<file path="src/rtl/sdram_arb_pkg.sv">
// rtl/sdram_arb_pkg.sv - shared widths, defaults and types for the SDRAM arbiter
package sdram_arb_pkg;

  localparam int ADDR_W      = 24;
  localparam int LEN_W       = 10;
  localparam int TIMEOUT_DEF = 1023;

  typedef enum logic [2:0] {
    ST_INIT  = 3'd0,
    ST_IDLE  = 3'd1,
    ST_GRANT = 3'd2,
    ST_XFER  = 3'd3,
    ST_DONE  = 3'd4
  } state_e;

  typedef struct packed {
    logic              wr;
    logic [ADDR_W-1:0] addr;
    logic [LEN_W-1:0]  len;
  } cmd_t;

endpackage

</file>
<file path="src/rtl/sdram_arb_if.sv">
// rtl/sdram_arb_if.sv - client and SDRAM controller signal bundle for the arbiter
interface sdram_arb_if;
  import sdram_arb_pkg::*;

  logic              c0_req;
  logic              c0_wr;
  logic [ADDR_W-1:0] c0_addr;
  logic [LEN_W-1:0]  c0_len;
  logic              c0_ack;
  logic              c0_done;

  logic              c1_req;
  logic              c1_wr;
  logic [ADDR_W-1:0] c1_addr;
  logic [LEN_W-1:0]  c1_len;
  logic              c1_ack;
  logic              c1_done;

  logic              sdram_init_done;
  logic              sdram_wr_req;
  logic              sdram_rd_req;
  logic              sdram_wr_ack;
  logic              sdram_rd_ack;
  logic [ADDR_W-1:0] sys_wraddr;
  logic [ADDR_W-1:0] sys_rdaddr;
  logic [LEN_W-1:0]  sdwr_byte;
  logic [LEN_W-1:0]  sdrd_byte;

  logic              busy;
  logic              err;

  modport slave (
    input  c0_req, c0_wr, c0_addr, c0_len,
    input  c1_req, c1_wr, c1_addr, c1_len,
    input  sdram_init_done, sdram_wr_ack, sdram_rd_ack,
    output c0_ack, c0_done, c1_ack, c1_done,
    output sdram_wr_req, sdram_rd_req, sys_wraddr, sys_rdaddr, sdwr_byte, sdrd_byte,
    output busy, err
  );

  modport master (
    output c0_req, c0_wr, c0_addr, c0_len,
    output c1_req, c1_wr, c1_addr, c1_len,
    output sdram_init_done, sdram_wr_ack, sdram_rd_ack,
    input  c0_ack, c0_done, c1_ack, c1_done,
    input  sdram_wr_req, sdram_rd_req, sys_wraddr, sys_rdaddr, sdwr_byte, sdrd_byte,
    input  busy, err
  );

endinterface

</file>
<file path="src/rtl/sdram_arb_rr.sv">
// rtl/sdram_arb_rr.sv - two-way round-robin pick with last-served register
module sdram_arb_rr (
  input  logic clk,
  input  logic rst_n,
  input  logic req0_i,
  input  logic req1_i,
  input  logic upd_i,
  input  logic served_i,
  output logic valid_o,
  output logic pick_o
);

  logic last_q;

  // Reset to client 1 so that client 0 wins the first tie.
  always_ff @(posedge clk or negedge rst_n) begin
    if (!rst_n) begin
      last_q <= 1'b1;
    end else if (upd_i) begin
      last_q <= served_i;
    end
  end

  always_comb begin
    valid_o = req0_i | req1_i;
    if (req0_i && req1_i) begin
      pick_o = ~last_q;
    end else begin
      pick_o = req1_i;
    end
  end

endmodule

</file>
<file path="src/rtl/sdram_arb.sv">
// rtl/sdram_arb.sv - two-client SDRAM burst arbiter with grant timeout and beat checking
module sdram_arb
  import sdram_arb_pkg::*;
#(
  parameter int TIMEOUT = TIMEOUT_DEF
) (
  input logic        clk,
  input logic        rst_n,
  sdram_arb_if.slave bus
);

  localparam int            TW       = $clog2(TIMEOUT + 1);
  localparam logic [TW-1:0] TMO_LAST = TW'(TIMEOUT - 1);

  state_e           state_q;
  cmd_t             cmd_q;
  logic             gnt_q;
  logic             wr_req_q;
  logic             rd_req_q;
  logic             done0_q;
  logic             done1_q;
  logic             busy_q;
  logic             err_q;
  logic [LEN_W-1:0] beat_q;
  logic [TW-1:0]    tmo_q;

  cmd_t             cmd0;
  cmd_t             cmd1;
  logic             rr_valid;
  logic             rr_pick;
  logic             match_ack;

  assign cmd0 = {bus.c0_wr, bus.c0_addr, bus.c0_len};
  assign cmd1 = {bus.c1_wr, bus.c1_addr, bus.c1_len};

  sdram_arb_rr u_rr (
    .clk      (clk),
    .rst_n    (rst_n),
    .req0_i   (bus.c0_req),
    .req1_i   (bus.c1_req),
    .upd_i    (state_q == ST_DONE && bus.sdram_init_done),
    .served_i (gnt_q),
    .valid_o  (rr_valid),
    .pick_o   (rr_pick)
  );

  // Only the ack matching the live request direction counts; the other is ignored.
  assign match_ack = cmd_q.wr ? (bus.sdram_wr_ack & wr_req_q)
                              : (bus.sdram_rd_ack & rd_req_q);

  always_ff @(posedge clk or negedge rst_n) begin
    if (!rst_n) begin
      state_q  <= ST_INIT;
      cmd_q    <= '0;
      gnt_q    <= 1'b0;
      wr_req_q <= 1'b0;
      rd_req_q <= 1'b0;
      done0_q  <= 1'b0;
      done1_q  <= 1'b0;
      busy_q   <= 1'b0;
      err_q    <= 1'b0;
      beat_q   <= '0;
      tmo_q    <= '0;
    end else begin
      done0_q <= 1'b0;
      done1_q <= 1'b0;
      if (state_q != ST_INIT && !bus.sdram_init_done) begin
        state_q  <= ST_INIT;
        wr_req_q <= 1'b0;
        rd_req_q <= 1'b0;
        busy_q   <= 1'b0;
      end else begin
        case (state_q)
          ST_INIT: begin
            if (bus.sdram_init_done) state_q <= ST_IDLE;
          end
          ST_IDLE: begin
            if (rr_valid) begin
              gnt_q    <= rr_pick;
              cmd_q    <= rr_pick ? cmd1 : cmd0;
              wr_req_q <= rr_pick ? cmd1.wr : cmd0.wr;
              rd_req_q <= rr_pick ? ~cmd1.wr : ~cmd0.wr;
              beat_q   <= '0;
              tmo_q    <= '0;
              busy_q   <= 1'b1;
              state_q  <= ST_GRANT;
            end
          end
          ST_GRANT: begin
            if (match_ack) begin
              beat_q  <= LEN_W'(1);
              state_q <= ST_XFER;
            end else if (tmo_q == TMO_LAST) begin
              wr_req_q <= 1'b0;
              rd_req_q <= 1'b0;
              err_q    <= 1'b1;
              done0_q  <= ~gnt_q;
              done1_q  <= gnt_q;
              state_q  <= ST_DONE;
            end else begin
              tmo_q <= tmo_q + 1'b1;
            end
          end
          ST_XFER: begin
            if (match_ack) begin
              beat_q <= beat_q + 1'b1;
            end else begin
              wr_req_q <= 1'b0;
              rd_req_q <= 1'b0;
              done0_q  <= ~gnt_q;
              done1_q  <= gnt_q;
              state_q  <= ST_DONE;
            end
          end
          ST_DONE: begin
            if (beat_q != cmd_q.len) err_q <= 1'b1;
            busy_q  <= 1'b0;
            state_q <= ST_IDLE;
          end
          default: state_q <= ST_INIT;
        endcase
      end
    end
  end

  assign bus.c0_ack       = match_ack & ~gnt_q;
  assign bus.c1_ack       = match_ack & gnt_q;
  assign bus.c0_done      = done0_q;
  assign bus.c1_done      = done1_q;
  assign bus.sdram_wr_req = wr_req_q;
  assign bus.sdram_rd_req = rd_req_q;
  assign bus.sys_wraddr   = cmd_q.addr;
  assign bus.sys_rdaddr   = cmd_q.addr;
  assign bus.sdwr_byte    = cmd_q.len;
  assign bus.sdrd_byte    = cmd_q.len;
  assign bus.busy         = busy_q;
  assign bus.err          = err_q;

endmodule
</file>
<file path="src/flat_wrapper.sv">
// flat-port wrapper written by rule: the top's interface ports become plain ports
module sdram_arb_flat import sdram_arb_pkg::*;
#(
  parameter int TIMEOUT = TIMEOUT_DEF
)
  (clk, rst_n, bus_c0_req, bus_c0_wr, bus_c0_addr, bus_c0_len, bus_c1_req, bus_c1_wr, bus_c1_addr, bus_c1_len, bus_sdram_init_done, bus_sdram_wr_ack, bus_sdram_rd_ack, bus_c0_ack, bus_c0_done, bus_c1_ack, bus_c1_done, bus_sdram_wr_req, bus_sdram_rd_req, bus_sys_wraddr, bus_sys_rdaddr, bus_sdwr_byte, bus_sdrd_byte, bus_busy, bus_err);
  sdram_arb_if bus_i ();
  input logic clk;
  input logic rst_n;
  input wire logic [$bits(bus_i.c0_req)-1:0] bus_c0_req;
  input wire logic [$bits(bus_i.c0_wr)-1:0] bus_c0_wr;
  input wire logic [$bits(bus_i.c0_addr)-1:0] bus_c0_addr;
  input wire logic [$bits(bus_i.c0_len)-1:0] bus_c0_len;
  input wire logic [$bits(bus_i.c1_req)-1:0] bus_c1_req;
  input wire logic [$bits(bus_i.c1_wr)-1:0] bus_c1_wr;
  input wire logic [$bits(bus_i.c1_addr)-1:0] bus_c1_addr;
  input wire logic [$bits(bus_i.c1_len)-1:0] bus_c1_len;
  input wire logic [$bits(bus_i.sdram_init_done)-1:0] bus_sdram_init_done;
  input wire logic [$bits(bus_i.sdram_wr_ack)-1:0] bus_sdram_wr_ack;
  input wire logic [$bits(bus_i.sdram_rd_ack)-1:0] bus_sdram_rd_ack;
  output wire logic [$bits(bus_i.c0_ack)-1:0] bus_c0_ack;
  output wire logic [$bits(bus_i.c0_done)-1:0] bus_c0_done;
  output wire logic [$bits(bus_i.c1_ack)-1:0] bus_c1_ack;
  output wire logic [$bits(bus_i.c1_done)-1:0] bus_c1_done;
  output wire logic [$bits(bus_i.sdram_wr_req)-1:0] bus_sdram_wr_req;
  output wire logic [$bits(bus_i.sdram_rd_req)-1:0] bus_sdram_rd_req;
  output wire logic [$bits(bus_i.sys_wraddr)-1:0] bus_sys_wraddr;
  output wire logic [$bits(bus_i.sys_rdaddr)-1:0] bus_sys_rdaddr;
  output wire logic [$bits(bus_i.sdwr_byte)-1:0] bus_sdwr_byte;
  output wire logic [$bits(bus_i.sdrd_byte)-1:0] bus_sdrd_byte;
  output wire logic [$bits(bus_i.busy)-1:0] bus_busy;
  output wire logic [$bits(bus_i.err)-1:0] bus_err;
  assign bus_i.c0_req = bus_c0_req;
  assign bus_i.c0_wr = bus_c0_wr;
  assign bus_i.c0_addr = bus_c0_addr;
  assign bus_i.c0_len = bus_c0_len;
  assign bus_i.c1_req = bus_c1_req;
  assign bus_i.c1_wr = bus_c1_wr;
  assign bus_i.c1_addr = bus_c1_addr;
  assign bus_i.c1_len = bus_c1_len;
  assign bus_i.sdram_init_done = bus_sdram_init_done;
  assign bus_i.sdram_wr_ack = bus_sdram_wr_ack;
  assign bus_i.sdram_rd_ack = bus_sdram_rd_ack;
  assign bus_c0_ack = bus_i.c0_ack;
  assign bus_c0_done = bus_i.c0_done;
  assign bus_c1_ack = bus_i.c1_ack;
  assign bus_c1_done = bus_i.c1_done;
  assign bus_sdram_wr_req = bus_i.sdram_wr_req;
  assign bus_sdram_rd_req = bus_i.sdram_rd_req;
  assign bus_sys_wraddr = bus_i.sys_wraddr;
  assign bus_sys_rdaddr = bus_i.sys_rdaddr;
  assign bus_sdwr_byte = bus_i.sdwr_byte;
  assign bus_sdrd_byte = bus_i.sdrd_byte;
  assign bus_busy = bus_i.busy;
  assign bus_err = bus_i.err;
  sdram_arb #(.TIMEOUT(TIMEOUT)) u_core (.clk(clk), .rst_n(rst_n), .bus(bus_i));
endmodule
</file>
<file path="config.mk">
export PLATFORM = sky130hd
export DESIGN_NAME = sdram_arb_flat
export DESIGN_NICKNAME = d
export VERILOG_FILES = /design/src/rtl/sdram_arb_pkg.sv /design/src/rtl/sdram_arb_if.sv /design/src/rtl/sdram_arb_rr.sv /design/src/rtl/sdram_arb.sv /design/src/flat_wrapper.sv
export SDC_FILE = /design/constraint.sdc
export NUM_CORES = 1
export LEC_CHECK = 0
export BUFFER_PORTS_ARGS = -buffer_cell sky130_fd_sc_hd__buf_4
export CORE_ASPECT_RATIO = 0.6
export CORE_MARGIN = 3
export CORE_UTILIZATION = 40
export DETAILED_ROUTE_END_ITERATION = 10
export PLACE_DENSITY = 0.7
export SLEW_MARGIN = 0
export SYNTH_ARGS = -nofsm -noshare
export SYNTH_HDL_FRONTEND = slang
export SYNTH_SLANG_ARGS = --single-unit
export TNS_END_PERCENT = 30
</file>
<file path="constraint.sdc">
create_clock -name clk -period 1.93 [get_ports clk]
set_input_delay 0.2895 -clock clk [delete_from_list [all_inputs] [get_ports clk]]
set_output_delay 0.2895 -clock clk [all_outputs]
set_load 0.05 [all_outputs]
</file>
# Word-level counts from Yosys, hierarchy flattened
# Index checks and enable logic that the tools add are counted.
dict set report classes {
  add_sub_neg 2
  eq_ne 19
  mux 45
  n_bitwise 10
  n_reduce_logical 18
}
# op count
set op_table {}
lappend op_table {{$mux 10} 5}
lappend op_table {{$mux 35} 1}
lappend op_table {{$pmux 10 s3} 1}
lappend op_table {{$mux 1} 24}
lappend op_table {{$add 10x1->10 const B} 2}
lappend op_table {{$pmux 10 s2} 1}
lappend op_table {{$reduce_and 5->1} 4}
lappend op_table {{$mux 3} 6}
lappend op_table {{$pmux 3 s5} 1}
lappend op_table {{$eq 10x10->1 const B} 1}
lappend op_table {{$ne 10x10->1} 1}
lappend op_table {{$reduce_bool 3->1} 3}
lappend op_table {{$ne 2x1->1 const B} 4}
lappend op_table {{$pmux 1 s2} 4}
lappend op_table {{$eq 3x2->1 const B} 2}
lappend op_table {{$ne 2x2->1 const B} 3}
lappend op_table {{$ne 3x1->1 const B} 2}
lappend op_table {{$ne 3x3->1 const B} 2}
lappend op_table {{$pmux 1 s3} 2}
lappend op_table {{$not 1->1} 5}
lappend op_table {{$and 1x1->1} 4}
lappend op_table {{$ne 4x1->1 const B} 1}
lappend op_table {{$reduce_and 4->1} 1}
lappend op_table {{$reduce_bool 2->1} 2}
lappend op_table {{other kinds (10)} 12}
dict set report totals {
  ff_bits 66
  wordCells 108
}

# Depth between registers and ports, before layout
dict set report logic_depth {
  depth_word 6
  mapped_depth 9
  mapped_depth_nobuf 7
}

# Modules after synthesis
# A second synthesis with hierarchy kept.
dict set report hier_totals {
  hier_cells 407
  area_unflattened_um2 3893.7
}
# module n_inst cells_per_inst area_per_inst_um2 seq_area_each_um2
set by_module_without_submodules {}
lappend by_module_without_submodules {sdram_arb 1 403 3838.7 1626.6}
lappend by_module_without_submodules {sdram_arb_rr 1 4 55.1 26.3}

# Least setup slack after synthesis
# OpenSTA, ideal clock, no wires.
dict set report synth_path {
  path_type {register -> register}
  start {register u_core.rd_req_q, in the netlist u_core.bus.sdram_rd_req}
  end {register u_core.tmo_q[9]}
  setup_time_ps 78
  t_arrival_ps 2168
  t_required_ps 1852
  slack_ps -316
  path_stages_with_launch 7
  path_buffers 1
  path_cell_list {dfrtp_1 a21oi_1 nor3_1 or4b_1 buf_2 or4_1 a21oi_1}
}
dict set report synth_between {
  elab_chain_cells 4
}
# item line
set synth_rtl {}
lappend synth_rtl {{start: declaration} sdram_arb.sv:19} ;# logic rd_req_q;
lappend synth_rtl {{start signal: assignment} sdram_arb.sv:82} ;# rd_req_q <= rr_pick ? ~cmd1.wr : ~cmd0.wr;
lappend synth_rtl {{$and 1x1->1} sdram_arb.sv:49} ;# : (bus.sdram_rd_ack & rd_req_q);
lappend synth_rtl {{$mux 1} sdram_arb.sv:48} ;# assign match_ack = cmd_q.wr ? (bus.sdram_wr_ack & wr_req_q)
lappend synth_rtl {{$ne 2x2->1 (no line)} n/a}
lappend synth_rtl {{$reduce_and 5->1 (no line)} n/a}
lappend synth_rtl {{end signal: assignment} sdram_arb.sv:101} ;# tmo_q <= tmo_q + 1'b1;
lappend synth_rtl {{end: declaration} sdram_arb.sv:25} ;# logic [TW-1:0] tmo_q;
# Every way passes these cells.
# A chain may end at the register's enable or synchronous reset.

# Final worst setup path
dict set report layout_path {
  start {register u_core.tmo_q[0]}
  end {register u_core.tmo_q[9]}
}
dict set report layout_between {
  elab_chain_cells 4
}
# item line
set layout_rtl {}
lappend layout_rtl {{$add 10x1->10} sdram_arb.sv:101}
lappend layout_rtl {{$mux 10} sdram_arb.sv:93} ;# end else if (tmo_q == TMO_LAST) begin
lappend layout_rtl {{$mux 10} sdram_arb.sv:90} ;# if (match_ack) begin
lappend layout_rtl {{$pmux 10 s2} sdram_arb.sv:73} ;# case (state_q)
# Several ways; a longest one is shown, not always the timed one. The select of a mux whose other input is x is not followed.

==> qor.txt <==
Synth area leader - dfrtp_1
port bufs - 152
Layout Skew - 3.44 ps
Finished Layout Cells - 673
number of flops mapped to enable cells by yosys - 0
Netlist cell types - 49
CP max stage delay - 580 ps
final WL - 10.2 mm
failing checks - setup timing
share of layout cells above drive strength 1 - 42.2%
critical path launch point type - register
Area Overhead vs Synth - 36.6%
CTS Root Cell - clkbuf_16
Crit path required time - 2190 ps
routed length on met3 - 578 um
hpwl dp - 7.93 mm
post-synth top area share - 41.6%
Placer Congestion - 0.878
fin crit share - 105%
Syn Nets - 502
relative slew slack - 72.1%
Synth Register Bits - 66
post-synthesis sequential area ratio - 42.3%
Hold/Removal Path Class - input port to register
most frequent cells in the layout - buf_4 (185), dfrtp_1 (63), nand2_1 (50)
Final ANT Viol Nets - 0
H-tree lvl count - 3
M1 WL - 4.63 mm
initial DRC count - 149
First-pass DRT Iterations - 4
Placed Cells - 655
crit path from - u_core.tmo_q[0]$_DFFE_PN0P_
Die Wd - 134 um
main area contributors after synthesis - dfrtp_1 (42%), buf_4 (13%), mux2i_1 (9.0%), o21ai_1 (5.8%), nand2_1 (4.8%)
Slowest-stage cell, CP - or4b_4
Nets - 619
Peak Freq - 0.491 GHz
Die ar. - 11000 um2
status - finished with violations
Leak - 0.00264 uW
GRT overflow - 0
DR vias - 3331
endpoints failing hold - 0
core region area - 9360 um2
Top delay family on crit path - simple AND/OR/NAND/NOR gates
final setup violation count - 8
Synth Flop Type - dfrtp_1
Slew Viols, Final - 0
CP endpoint - u_core.tmo_q[9]$_DFFE_PN0P_
Max Cap Viol - 0
Critical Path Stages - 8
Clock transition at path regs - 50 ps
syn avg cell area - 9.27 um2
critical path peak fanout - 7
Post-Syn Instances - 422
number of CTS-inserted buffers - 9
met2 wire length - 4.86 mm
DR top layer - met4
CP cell instances - inv_1, ha_2, nand4_1, nor4_2, or4b_4, buf_6, or4_4, a21oi_2
CTS tree - built
yosys warns - 0
first-pass GRT wire length - 16.0 mm
vias in the first global route - 3315
Global Route Usage Sum - 18.4%
I/O Pins - 153
mapped cell area - 3910 um2
Initial Util - 41.8%
buffers from clock root to sink, at most - 2
endpoint class of the critical path - register
Die Ht - 82.6 um
Peak VDD IR - 0.896 mV
vias per cell - 4.95
placed cell area - 4970 um2
detailed-route wire length per cell - 15.1 um
initial antenna violation count - 0
TNS Setup - -588 ps
PD cells - 1430 nW/um2
Worst-Skew Late Latency - 330 ps
# rows - 27
crit path DAT - 2290 ps
final setup margin - -106 ps
fin area - 5340 um2
R2R depth - 8
worst r2r dst - u_core.tmo_q[9]$_DFFE_PN0P_
slew at the pin closest to its max-slew limit - 419 ps
Tmin final - 2040 ps
commonest non-fill, non-tap cell in the layout - buf_4
RSZ-0062 raised after global routing - yes
largest net degree at the start of global routing - 68
drt drc - 0
r2r setup slk - -110 ps
Synth async-reset ratio - 100%
Worst Setup Path Type - register to register
Buffers & Inverters on Critical Path - 2
ant diodes - 0
Sink Count - 66
RR Startpoint - u_core.tmo_q[0]$_DFFE_PN0P_
[synthesized netlist by cell type (4+ instances only)]
library cell and number:
buf_4 68, dfrtp_1 65, nand2_1 50, o21ai_1 45
mux2i_1 35, nor2_1 23, a21oi_1 12, nand3_1 12
clkbuf_1 10, xor2_1 10, xnor2_1 8, buf_2 7
nand4_1 7, inv_1 6, and3_1 5, o31ai_1 5
or4_1 5, and2_1 4
[cell families (layout without fill, tap and decap cells)]
family                   Yosys count  count (layout)  synth area share, %
AND/OR/NAND/NOR                  130             130                 16.3
buffers and inverters             92             213                 15.6
AO/OA/AOI/OAI                     77              77                 11.6
flip-flops                        66              66                 42.3
multiplexers                      36              36                 9.25
XOR/XNOR                          18              18                 4.03
adder cells (fa/ha/maj)            3               3                0.960
[how the worst min path moves through the flow]
stage	start	end	slack, ps	cells past startpoint
floorplan	rst_n	u_core.beat_q[0]$_DFFE_PN0P_	-6	0
global placement	rst_n	u_core.tmo_q[6]$_DFFE_PN0P_	250	1
detailed placement	rst_n	u_core.tmo_q[6]$_DFFE_PN0P_	260	1
CTS	bus_c0_len[5]	u_core.bus.sdrd_byte[5]$_DFFE_PN0P_	220	3
global route	bus_c0_addr[9]	u_core.bus.sys_rdaddr[9]$_DFFE_PN0P_	230	3
finish	bus_c0_len[5]	u_core.bus.sdrd_byte[5]$_DFFE_PN0P_	230	3
[layout make-up]
class | count | area, um2
Sequential cell | 66 | 1660
Multi-Input combinational cell | 264 | 1740
Fill cell | 849 | 4020
Inverter | 6 | 22.5
Clock buffer | 12 | 256
Timing Repair Buffer | 192 | 1490
Tap cell | 130 | 163
Clock inverter | 3 | 15.0
[through the flow]
stage / hold slack [ps] / worst slack (ps) / total power [uW] / util [%]
5_1_grt: 229 / -198 / 8010 / 57.1
6_report: 231 / -106 / 7620 / 57.1
2_1_floorplan: -6.09 / -177 / 5430 / -
3_5_place_dp: 256 / -257 / 6120 / 53.2
4_1_cts: 224 / -145 / 7650 / 56.5
3_3_place_gp: 251 / -181 / 6060 / 53.2
[metal layers]
| layer | global-route usage (%) | up-vias |
|---|---|---|
| met1 | 24.4 | 1578 |
| li1 | - | 1629 |
| met2 | 30.3 | 111 |
| met5 | 0 | - |
| met3 | 4.42 | 13 |
| met4 | 5.75 | 0 |
[state kept, by name, summed over array words and instances, names as in the netlist, 3 cells and up]
name and count:
u_core.beat_q 10, u_core.bus.sdrd_byte 10, u_core.bus.sys_rdaddr 24, u_core.state_q 3, u_core.tmo_q 10
[timing repair]
action	4_1_cts	5_1_grt
endpoints found under the setup margin	9	14
pin swaps	5	2
cloned	0	0
setup buffers	1	1
gates resized for setup	7	11
hold buffers	1	0
endpoints found under the hold margin	27	0
[tightest hold or removal path: cells and delay by family]
family / cells / cell delay, ps
AOI/OAI and AO/OA: 1 / 100
buffers and inverters: 1 / 70
muxes: 1 / 50
[where the power goes]
| group | internal [uW] | total [uW] | switching, uW |
|---|---|---|---|
| combinational | 1270 | 4050 | 2780 |
| clock | 924 | 1490 | 562 |
| sequential | 1720 | 2090 | 361 |
Power figures use the tool's default switching activity.
